### src/rtl/fns_tsv_encoder.sv
// Serial Fibonacci-numeral-system TSV encoder.
// Greedy MSB-first subtraction of per-TSV FNS weights from the input word,
// one TSV per cycle. Disabled TSVs are forced to 0 in the codeword.
// Optional feature macro: FNS_ENC_ERRCHK_EN. When it is defined, err flags a
// non-zero residue left after encoding. When it is not defined, err is tied to 0.
module fns_tsv_encoder #(
    parameter int unsigned N_TSV  = 5,
    parameter int unsigned WT_W   = 3,
    parameter int unsigned DATA_W = 3
) (
    input  logic                    clk,
    input  logic                    rst_n,
    input  logic [N_TSV-1:0]        en_flag,
    input  logic [N_TSV*WT_W-1:0]   weights,
    input  logic                    in_valid,
    output logic                    in_ready,
    input  logic [DATA_W-1:0]       data_in,
    output logic                    out_valid,
    input  logic                    out_ready,
    output logic [N_TSV-1:0]        code_out,
    output logic                    err
);

    localparam int unsigned IDX_W = (N_TSV > 1) ? $clog2(N_TSV) : 1;
    localparam logic [IDX_W-1:0] IDX_TOP = IDX_W'(N_TSV - 1);

    typedef enum logic [1:0] {StIdle, StEnc, StDone} state_e;

    state_e                  state_q, state_d;
    logic [WT_W-1:0]         residue_q, residue_d;
    logic [IDX_W-1:0]        idx_q, idx_d;
    logic [N_TSV-1:0]        en_snap_q, en_snap_d;
    logic [N_TSV*WT_W-1:0]   w_snap_q, w_snap_d;
    logic [N_TSV-1:0]        code_q, code_d;

    logic [WT_W-1:0]         cur_w;
    logic                    cur_en;
    logic [N_TSV-1:0]        sel;
    logic                    take;

    // Pick out the snapshotted weight/enable of the TSV at idx, plus its one-hot position
    always_comb begin
        cur_w  = '0;
        cur_en = 1'b0;
        sel    = '0;
        for (int unsigned i = 0; i < N_TSV; i++) begin
            if (idx_q == IDX_W'(i)) begin
                cur_w  = w_snap_q[i*WT_W +: WT_W];
                cur_en = en_snap_q[i];
                sel[i] = 1'b1;
            end
        end
    end

    // Bit is set when the TSV is usable and its weight still fits in the residue
    assign take = cur_en && (residue_q >= cur_w);

    // Next-state and datapath update for the IDLE -> ENC -> DONE sequence
    always_comb begin
        state_d   = state_q;
        residue_d = residue_q;
        idx_d     = idx_q;
        en_snap_d = en_snap_q;
        w_snap_d  = w_snap_q;
        code_d    = code_q;
        unique case (state_q)
            StIdle: begin
                if (in_valid) begin
                    residue_d = WT_W'(data_in);
                    en_snap_d = en_flag;
                    w_snap_d  = weights;
                    code_d    = '0;
                    idx_d     = IDX_TOP;
                    state_d   = StEnc;
                end
            end
            StEnc: begin
                if (take) begin
                    code_d    = code_q | sel;
                    residue_d = residue_q - cur_w;
                end
                if (idx_q == '0) begin
                    state_d = StDone;
                end else begin
                    idx_d = idx_q - IDX_W'(1);
                end
            end
            StDone: begin
                if (out_ready) begin
                    state_d = StIdle;
                end
            end
            default: state_d = StIdle;
        endcase
    end

    // State and datapath registers; reset discards any word in flight
    always_ff @(posedge clk or negedge rst_n) begin
        if (!rst_n) begin
            state_q   <= StIdle;
            residue_q <= '0;
            idx_q     <= IDX_TOP;
            en_snap_q <= '0;
            w_snap_q  <= '0;
            code_q    <= '0;
        end else begin
            state_q   <= state_d;
            residue_q <= residue_d;
            idx_q     <= idx_d;
            en_snap_q <= en_snap_d;
            w_snap_q  <= w_snap_d;
            code_q    <= code_d;
        end
    end

    assign in_ready  = (state_q == StIdle);
    assign out_valid = (state_q == StDone);
    assign code_out  = code_q;

`ifdef FNS_ENC_ERRCHK_EN
    // Leftover residue means the word exceeds the sum of the enabled weights
    assign err = (state_q == StDone) && (residue_q != '0);
`else
    assign err = 1'b0;
`endif

endmodule

### config.mk
export PLATFORM = sky130hd
export DESIGN_NAME = fns_tsv_encoder
export DESIGN_NICKNAME = d
export VERILOG_FILES = /design/src/rtl/fns_tsv_encoder.sv
export SDC_FILE = /design/constraint.sdc
export NUM_CORES = 1
export LEC_CHECK = 0
export BUFFER_PORTS_ARGS = -buffer_cell sky130_fd_sc_hd__buf_4
export CAP_MARGIN = 20
export CORE_MARGIN = 2
export CORE_UTILIZATION = 54
export DETAILED_ROUTE_END_ITERATION = 10
export PLACE_DENSITY_LB_ADDON = 0.1
export SLEW_MARGIN = 20
export SYNTH_ARGS = -nofsm -noshare
export SYNTH_HDL_FRONTEND = slang
export SYNTH_SLANG_ARGS = --single-unit
export TNS_END_PERCENT = 10
### constraint.sdc
create_clock -name clk -period 4.1 [get_ports clk]
set_input_delay 1.23 -clock clk [delete_from_list [all_inputs] [get_ports clk]]
set_output_delay 1.23 -clock clk [all_outputs]
set_load 0.02 [all_outputs]
==> flow_summary.yaml, run 1 <==
floorplan:
  die_width_um: 60.10
  core_area_um2: 3028
  num_io_pins: 35
  std_cell_rows: 20
  dieArea_um2: 3611
  start_util_pct: 56.12
  die_h_um: 60.10
synthesis:
  netlist_area_um2: 1699
  async_flop_share_pct: 100.0
  synth_cell_type_count: 38
  yosysWarnings: 0
  synth_edf_count: 0
  synth_top_area_share_pct: 47.13
  syn_inst: 150
  synthFlopType: "dfrtp_1"
  synth_seq_cells: 33
  ys_seq_area_share_pct: 48.67
  syn_area_per_cell_um2: 11.33
  synthTopCellsByArea: "dfrtp_1 47%, mux2_2 13%, ha_1 5.9%"
  synth_top_area_cell: "dfrtp_1"
  mappedNetlistNets: 186
detailed_routing:
  highest_layer: "met4"
  num_vias: 1182
  wirelength_mm: 3.333
  met1_length_mm: 1.483
  wl_per_cell_um: 14.75
  drc: 0
  vias_per_cell: 5.230
  ant_nets: 0
  drtIter0Drc: 17
  wl_met2_mm: 1.662
  met3_length_um: 135
  dr.pass1.iters: 4
clock_tree:
  cts_resized: 0
  cts_buffer_depth: 2
  cts_tree: "done"
  holdBufCountCts: 0
  cts_setup_buffers: 0
  clk_pin_slew_ns: 0.10
  clk_latency_ns: 0.34
  clock-root-buffer: "clkbuf_4"
  cts_buffers: 5
  clock_sinks: 33
  htreeDepth: 2
global_routing:
  grt_start_max_net_pins: 34
  grt_pass1_wl_mm: 5.416
  grt_antenna_before_repair: 0
  overflow: 0
  grt_pass1_vias: 1211
  track_usage_pct: 20.89
placed_design:
  portBuffers: 33
  placed_area_um2: 1942
  place_ws_ns: 0.7399
  place.gp.congestion: 0.8576
  dp_cells: 218
  hpwl_mm: 2.476
layout:
  instances_no_fill: 226
  final_cell_mix: "33 x buf_4, 32 x dfrtp_1, 19 x mux2_2"
  utilization_pct: 65.87
  layout_commonest_cell: "buf_4"
  fillers: 239
  antenna_cells: 0
  layout.nets: 217
  drive_above_1_share_pct: 35.16
  stdcell_area_um2: 1994
  syn2layout_area_growth_pct: 17.38
sta:
  setup_viol: 0
  fin_crit_ns: 3.396
  rsz0062_at_grt: "false"
  max_freq_mhz: 294.5
  hold_viol: 0
  worst_clock_skew_ns: 0.004100
  slew_violations: 0
  slew_headroom_pct: 56.89
  post-route-period-util_pct: 82.83
  worstMarginPinSlew_ns: 0.6466
  setup_ws_ns: 0.7041
  tns_ns: 0
worst_hold_path:
  hold_class: "flip-flop to flip-flop"
critical_path:
  crit_path_end_kind: "flip-flop"
  crit_required_ns: 4.32
  arrival_ns: 3.62
  crit_fanout: 8
  crit_path_start_kind: "flip-flop"
  critPathKind: "flip-flop to flip-flop"
job:
  cap_violations: 0
power_and_ir_drop:
  leakagePower_nw: 0.9350
  ir_worst_vdd_uv: 367.3
  powerDensity_nw_per_um2: 823.1
outcome:
  status: "complete, no violations"
path summary, 6_finish.rpt:
check | from | endpoint | slack [ns] | depth (start not counted)
worst max-delay path | idx_q[1]$_DFFE_PN0P_ | residue_q[1]$_DFFE_PN0P_ | 0.70 | 13
worst min-delay path | en_snap_q[2]$_DFFE_PN0P_ | en_snap_q[2]$_DFFE_PN0P_ | 0.52 | 1
worst max register to register | idx_q[1]$_DFFE_PN0P_ | residue_q[1]$_DFFE_PN0P_ | 0.70 | 13
worst min register to register | en_snap_q[2]$_DFFE_PN0P_ | en_snap_q[2]$_DFFE_PN0P_ | 0.52 | 1
max in group asynchronous | rst_n | idx_q[2]$_DFFE_PN1P_ | 2.96 | 1
min in group asynchronous | rst_n | w_snap_q[0]$_DFFE_PN0P_ | 0.81 | 1
sequential cells by signal, indices dropped and copies added (netlist names):
| signal | count |
|---|---|
| residue_q | 3 |
| en_snap_q | 5 |
| code_out | 5 |
| w_snap_q | 15 |
| state_q | 2 |
| idx_q | 3 |
critical path: stages, from the launching register on:
cell and delay, ns:
dfrtp_1 0.41, inv_1 0.13, ha_1 0.31, and2b_1 0.25, a221oi_1 0.29, nor3_1 0.07, a21oi_1 0.14, o21a_1 0.13
ha_1 0.26, a21o_1 0.17, a31oi_1 0.19, nor2_1 0.17, a311oi_4 0.38, mux2_1 0.37
cells in the mapped netlist, types with 2 or more instances:
| library cell | instances |
|---|---|
| buf_2 | 3 |
| dfrtp_1 | 32 |
| buf_4 | 2 |
| nor3_1 | 3 |
| nor2_1 | 8 |
| nand3b_1 | 2 |
| nand3_1 | 2 |
| mux2_2 | 19 |
| o21ai_0 | 6 |
| nand2b_1 | 3 |
| buf_6 | 2 |
| a41oi_1 | 4 |
| clkbuf_1 | 2 |
| a211o_1 | 2 |
| ha_1 | 8 |
| nor2b_1 | 3 |
| nand2_1 | 13 |
| a21oi_1 | 9 |
| mux2_1 | 2 |
| inv_1 | 7 |
kinds of logic (layout without fill, tap and decap cells):
logic type	Yosys count	count (layout)	synth area share, %
AO/OA/AOI/OAI	31	31	13.55
XOR/XNOR	1	1	0.5156
adder cells (fa/ha/maj)	9	9	7.070
buffers and inverters	16	48	5.081
flip-flops	33	33	48.67
multiplexers	22	22	14.51
other	1	1	0.2207
AND/OR/NAND/NOR	37	37	10.38
per-stage QoR:
stage               hold WS [ns]  total power [mW]
global route              0.5397             1.781
global placement          0.5002             1.426
finish                    0.5229             1.642
detailed placement        0.5031             1.477
CTS                       0.5264             1.653
floorplan                 0.4710             1.266
layout make-up:
class | instances | area [µm²] | share of cell area (%)
clock buffer | 6 | 41.29 | 2.070
clock inverter | 2 | 10.01 | 0.5019
inverter | 7 | 26.28 | 1.317
multi-input combinational | 101 | 787.0 | 39.46
sequential | 33 | 827.0 | 41.47
tap | 44 | 55.05 | 2.760
timing repair buffer | 33 | 247.7 | 12.42
where the power goes:
part           switching [mW]  leakage, nW  internal [mW]
Combinational           0.466        0.503          0.403
Sequential              0.110        0.400          0.489
Clock                   0.108       0.0320         0.0652
Total                   0.684        0.935          0.957
layer usage:
| metal | vias up | global-route usage, % |
|---|---|---|
| met2 | 29 | 34.78 |
| met1 | 555 | 24.76 |
| met4 | 0 | 9.524 |
| met3 | 6 | 6.061 |
| met5 | - | 0 |
| li1 | 592 | - |
No activity file was read; power rests on OpenSTA's default activity.
==> run 2: changes to the inputs <==
CORE_UTILIZATION = 48   (was 54)
clock period = 2.76 ns   (was 4.1 ns; I/O delays follow)
==> run 2 against run 1 <==
  * The run now ends with negative setup slack left
  * Sequential power grew 50%
  * Setup slack lost 0.90 ns
  * Critical path depth is the same
  * Via count grew 9.9%
  * First-iteration DRC count grew 140%
  * Register-to-register slack lost 0.90 ns
  * Worst hold slack lost 0.11 ns
  * Critical endpoint unchanged
  * Highest routed layer unchanged
==> flow_summary.yaml, run 2 (same netlist as run 1, synthesis figures left out) <==
detailed_routing:
  drtIter0Drc: 40
  wl_per_cell_um: 14.84
  drc: 0
  wirelength_mm: 3.666
  dr.pass1.iters: 4
  ant_nets: 0
  vias_per_cell: 5.259
  num_vias: 1299
placed_design:
  place.gp.congestion: 0.9160
  hpwl_mm: 2.695
  portBuffers: 33
  dp_cells: 239
clock_tree:
  clock-root-buffer: "clkbuf_4"
  clock_sinks: 33
  htreeDepth: 2
  clk_latency_ns: 0.34
  cts_setup_buffers: 0
  cts_buffers: 5
  holdBufCountCts: 0
  cts_tree: "done"
  cts_buffer_depth: 2
  clk_pin_slew_ns: 0.11
sta:
  fin_crit_ns: 2.956
  rsz0062_at_grt: "true"
  slew_headroom_pct: 54.14
  hold_viol: 0
  worstMarginPinSlew_ns: 0.6879
  setup_viol: 3
  tns_ns: -0.5312
  max_freq_mhz: 338.3
  post-route-period-util_pct: 107.1
  setup_ws_ns: -0.1959
  slew_violations: 0
  worst_clock_skew_ns: 0.009050
layout:
  regMostFlops: "w_snap_q"
  layout_commonest_cell: "buf_4"
  antenna_cells: 0
  largest_register_ffs: 15
  syn2layout_area_growth_pct: 32.84
  drive_above_1_share_pct: 49.75
  final_cell_mix: "52 x buf_4, 32 x dfrtp_1, 19 x mux2_2"
  instances_no_fill: 247
  layout.nets: 236
  fillers: 301
critical_path:
  crit_required_ns: 2.99
  critical_path.startpoint: "idx_q[0]$_DFFE_PN0P_"
  r2r_end: "residue_q[1]$_DFFE_PN0P_"
  critPathKind: "flip-flop to flip-flop"
  arrival_ns: 3.19
  r2r-start: "idx_q[0]$_DFFE_PN0P_"
  crit_fanout: 3
  crit_path_start_kind: "flip-flop"
  r2r_slack_ns: -0.20
  crit_path_end_kind: "flip-flop"
  r2r_cells: 13
power_and_ir_drop:
  ir_worst_vdd_uv: 561.8
  powerDensity_nw_per_um2: 1326
  total_power_mw: 2.993
  leakagePower_nw: 1.048
floorplan:
  std_cell_rows: 21
  core_area_um2: 3363
  start_util_pct: 50.52
  die_h_um: 63.50
  num_io_pins: 35
  die_width_um: 63.50
  dieArea_um2: 4032
global_routing:
  grt_start_max_net_pins: 34
  grt_antenna_before_repair: 0
  grt_pass1_vias: 1365
  grt_pass1_wl_mm: 6.251
  overflow: 0
  track_usage_pct: 20.56
job:
  cap_violations: 0
outcome:
  status: "finished, violations left"
  violations: "negative setup slack"
worst_hold_path:
  hold_class: "input pin to asynchronous set/reset pin"
## run 2: changes by cell type in the layout (fill, tap and decap cells not counted), moves of 2 or more
cell,delta
buf_4,+19
mux2_1,-2
inv_1,-2
a41oi_2,+4
ha_2,+2
inv_2,+2
mux2_4,+2
a41oi_1,-4
clkbuf_8,+2
ha_4,+2
ha_1,-4
## run 2: metal layers
metal  wire, µm  up-vias  track usage [%]
met3        147        7            6.250
li1           -      625                -
met4         67        0            8.967
met2       1893       29            34.74
met5          0        -                0
met1       1557      638            24.04
## run 2: area by class of cell
class,instances,area [µm²],area share [%]
Clock inverter,1,5.005,0.2217
Clock buffer,7,65.06,2.882
Sequential cell,33,827.0,36.64
Tap cell,46,57.56,2.550
Inverter,7,26.28,1.164
Multi-Input combinational cell,101,885.9,39.25
Timing Repair Buffer,52,390.4,17.29
## run 2: report_power, final
part / internal [mW] / switching (mW) / total (mW)
Clock: 0.148 / 0.167 / 0.315
Combinational: 0.908 / 0.873 / 1.78
Sequential: 0.727 / 0.171 / 0.897
Total: 1.78 / 1.21 / 2.99
## run 2: how the worst max path moves through the flow
stage	end	slack, ns
floorplan	residue_q[1]$_DFFE_PN0P_	-0.13
global placement	residue_q[2]$_DFFE_PN0P_	-0.19
detailed placement	residue_q[1]$_DFFE_PN0P_	-0.29
CTS	residue_q[1]$_DFFE_PN0P_	-0.16
global route	residue_q[1]$_DFFE_PN0P_	-0.37
finish	residue_q[1]$_DFFE_PN0P_	-0.20
## run 2: metrics by stage
step | utilization [%] | cell area, µm² | hold WS (ns) | setup slack, ns
4_1_cts | 66.22 | 2227 | 0.4169 | -0.1624
3_5_place_dp | 63.17 | 2125 | 0.5014 | -0.2906
5_1_grt | 67.11 | 2257 | 0.4156 | -0.3659
2_1_floorplan | - | 1740 | 0.4735 | -0.1325
6_report | 67.11 | 2257 | 0.4104 | -0.1959
3_3_place_gp | 63.17 | 2125 | 0.4940 | -0.1883
## run 2: what timing repair did
action | in CTS | in global routing
pin swaps | 3 | 0
gates resized for setup | 8 | 4
setup endpoints to repair | 7 | 7
## run 2: worst max-delay path, cell delays in order (launching register included)
cell and delay [ns]:
dfrtp_1 0.43, inv_2 0.07, ha_2 0.19, and2b_1 0.18, a221oi_2 0.23, nor3_1 0.07
a21oi_1 0.14, o21a_1 0.22, ha_4 0.22, a21o_1 0.18, a31oi_4 0.17, nor3_2 0.08
a311oi_4 0.31, mux2_4 0.34
==> run 3: changes to the inputs <==
RECOVER_POWER = 25   (was default)
==> run 3 against run 2 <==
  * The run ends with max-capacitance violations, max-slew violations, negative setup slack left
  * Critical endpoint unchanged
  * Critical path depth stayed put
  * Largest cell class unchanged
  * Die area stayed put
  * Setup slack gained 0.00058 ns
  * Register-to-register slack is essentially flat
  * Cell count is the same
  * Fmax about the same
==> flow_summary.yaml, run 3 (same netlist as run 1, synthesis figures left out) <==
outcome:
  status: "finished, violations left"
  violations: "max-capacitance violations, max-slew violations, negative setup slack"
critical_path:
  crit_fanout: 3
  r2r_cells: 13
  crit_path_start_kind: "flip-flop"
  r2r_end: "residue_q[1]$_DFFE_PN0P_"
  r2r-start: "idx_q[0]$_DFFE_PN0P_"
  crit_path_end_kind: "flip-flop"
  r2r_slack_ns: -0.20
  arrival_ns: 3.19
  critPathKind: "flip-flop to flip-flop"
  crit_required_ns: 2.99
job:
  cap_violations: 1
detailed_routing:
  vias_per_cell: 5.267
  drc: 0
  drtIter0Drc: 40
  dr.pass1.iters: 4
  wirelength_mm: 3.652
  num_vias: 1301
  wl_per_cell_um: 14.79
  ant_nets: 0
clock_tree:
  cts_buffers: 5
  cts_setup_buffers: 0
  cts_tree: "done"
  htreeDepth: 2
  clock_sinks: 33
  cts_buffer_depth: 2
  clk_pin_slew_ns: 0.11
  clk_latency_ns: 0.34
  holdBufCountCts: 0
  clock-root-buffer: "clkbuf_4"
worst_hold_path:
  hold_class: "flip-flop to flip-flop"
  holdCritStartpoint: "en_snap_q[1]$_DFFE_PN0P_"
  holdPathStages: 1
  worstHoldEndpoint: "en_snap_q[1]$_DFFE_PN0P_"
placed_design:
  place_ws_ns: -0.2906
  portBuffers: 33
  place.gp.congestion: 0.9160
  dp_cells: 239
  placed_area_um2: 2125
  hpwl_mm: 2.695
layout:
  final_cell_mix: "51 x buf_4, 32 x dfrtp_1, 19 x mux2_2"
  syn2layout_area_growth_pct: 32.62
  layout_commonest_cell: "buf_4"
  drive_above_1_share_pct: 49.25
  largest_register_ffs: 15
  layout.nets: 236
  stdcell_area_um2: 2253
  utilization_pct: 67.00
  instances_no_fill: 247
  antenna_cells: 0
  regMostFlops: "w_snap_q"
sta:
  max_freq_mhz: 338.4
  hold_viol: 0
  rsz0062_at_grt: "true"
  tns_ns: -0.5293
  worstMarginPinSlew_ns: 1.798
  slew_violations: 34
  fin_crit_ns: 2.955
  worst_clock_skew_ns: 0.008992
  holdWs_ns: 0.5231
  post-route-period-util_pct: 107.1
  setup_viol: 3
  setup_ws_ns: -0.1953
  slew_headroom_pct: -19.89
power_and_ir_drop:
  total_power_mw: 2.990
  ir_worst_vdd_uv: 561.8
  leakagePower_nw: 1.044
  powerDensity_nw_per_um2: 1327
floorplan:
  core_area_um2: 3363
  num_io_pins: 35
  die_h_um: 63.50
  dieArea_um2: 4032
  die_width_um: 63.50
  start_util_pct: 50.52
  std_cell_rows: 21
global_routing:
  grt_pass1_vias: 1365
  overflow: 0
  grt_antenna_before_repair: 0
  track_usage_pct: 20.56
  grt_start_max_net_pins: 34
  grt_pass1_wl_mm: 6.251
## run 3: what timing repair did
| item | in CTS | in global routing |
|---|---|---|
| pin swaps | 3 | 0 |
| resized for setup | 8 | 4 |
| endpoints found under the setup margin | 7 | 7 |
## run 3: worst max-delay path: stages, from the launching register on
cell and delay, ns:
dfrtp_1 0.43, inv_2 0.07, ha_2 0.19, and2b_1 0.18
a221oi_2 0.23, nor3_1 0.07, a21oi_1 0.14, o21a_1 0.22
ha_4 0.22, a21o_1 0.18, a31oi_4 0.17, nor3_2 0.08
a311oi_4 0.31, mux2_4 0.34
## run 3: cell type report
| class | count | area [µm²] |
|---|---|---|
| fill | 302 | 1110 |
| multi-input combinational | 101 | 885.9 |
| sequential | 33 | 827.0 |
| timing repair buffer | 52 | 386.6 |
| clock buffer | 7 | 65.06 |
| tap | 46 | 57.56 |
| inverter | 7 | 26.28 |
| clock inverter | 1 | 5.005 |
## run 3: power by group
group          total [mW]  switching, mW  leakage, nW  internal [mW]
sequential          0.898          0.171        0.400          0.727
combinational        1.78          0.871        0.603          0.907
clock               0.314          0.167       0.0413          0.148
total                2.99           1.21         1.04           1.78
## run 3: layer usage
| metal | up-vias | track usage, % | wire (µm) |
|---|---|---|---|
| li1 | 623 | - | - |
| met1 | 643 | 24.04 | 1542 |
| met2 | 27 | 34.74 | 1892 |
| met3 | 8 | 6.250 | 146 |
| met4 | 0 | 8.967 | 70 |
| met5 | - | 0 | 0 |
## run 3: worst max path at each step
stage                     slack (ns)  cells past startpoint                  endpoint                 start
after detailed placement       -0.29                     13  residue_q[1]$_DFFE_PN0P_  idx_q[0]$_DFFE_PN0P_
after floorplan                -0.13                     13  residue_q[1]$_DFFE_PN0P_  idx_q[1]$_DFFE_PN0P_
final                          -0.20                     13  residue_q[1]$_DFFE_PN0P_  idx_q[0]$_DFFE_PN0P_
after CTS                      -0.16                     13  residue_q[1]$_DFFE_PN0P_  idx_q[0]$_DFFE_PN0P_
after global routing           -0.37                     13  residue_q[1]$_DFFE_PN0P_  idx_q[0]$_DFFE_PN0P_
after global placement         -0.19                     13  residue_q[2]$_DFFE_PN0P_  idx_q[1]$_DFFE_PN0P_
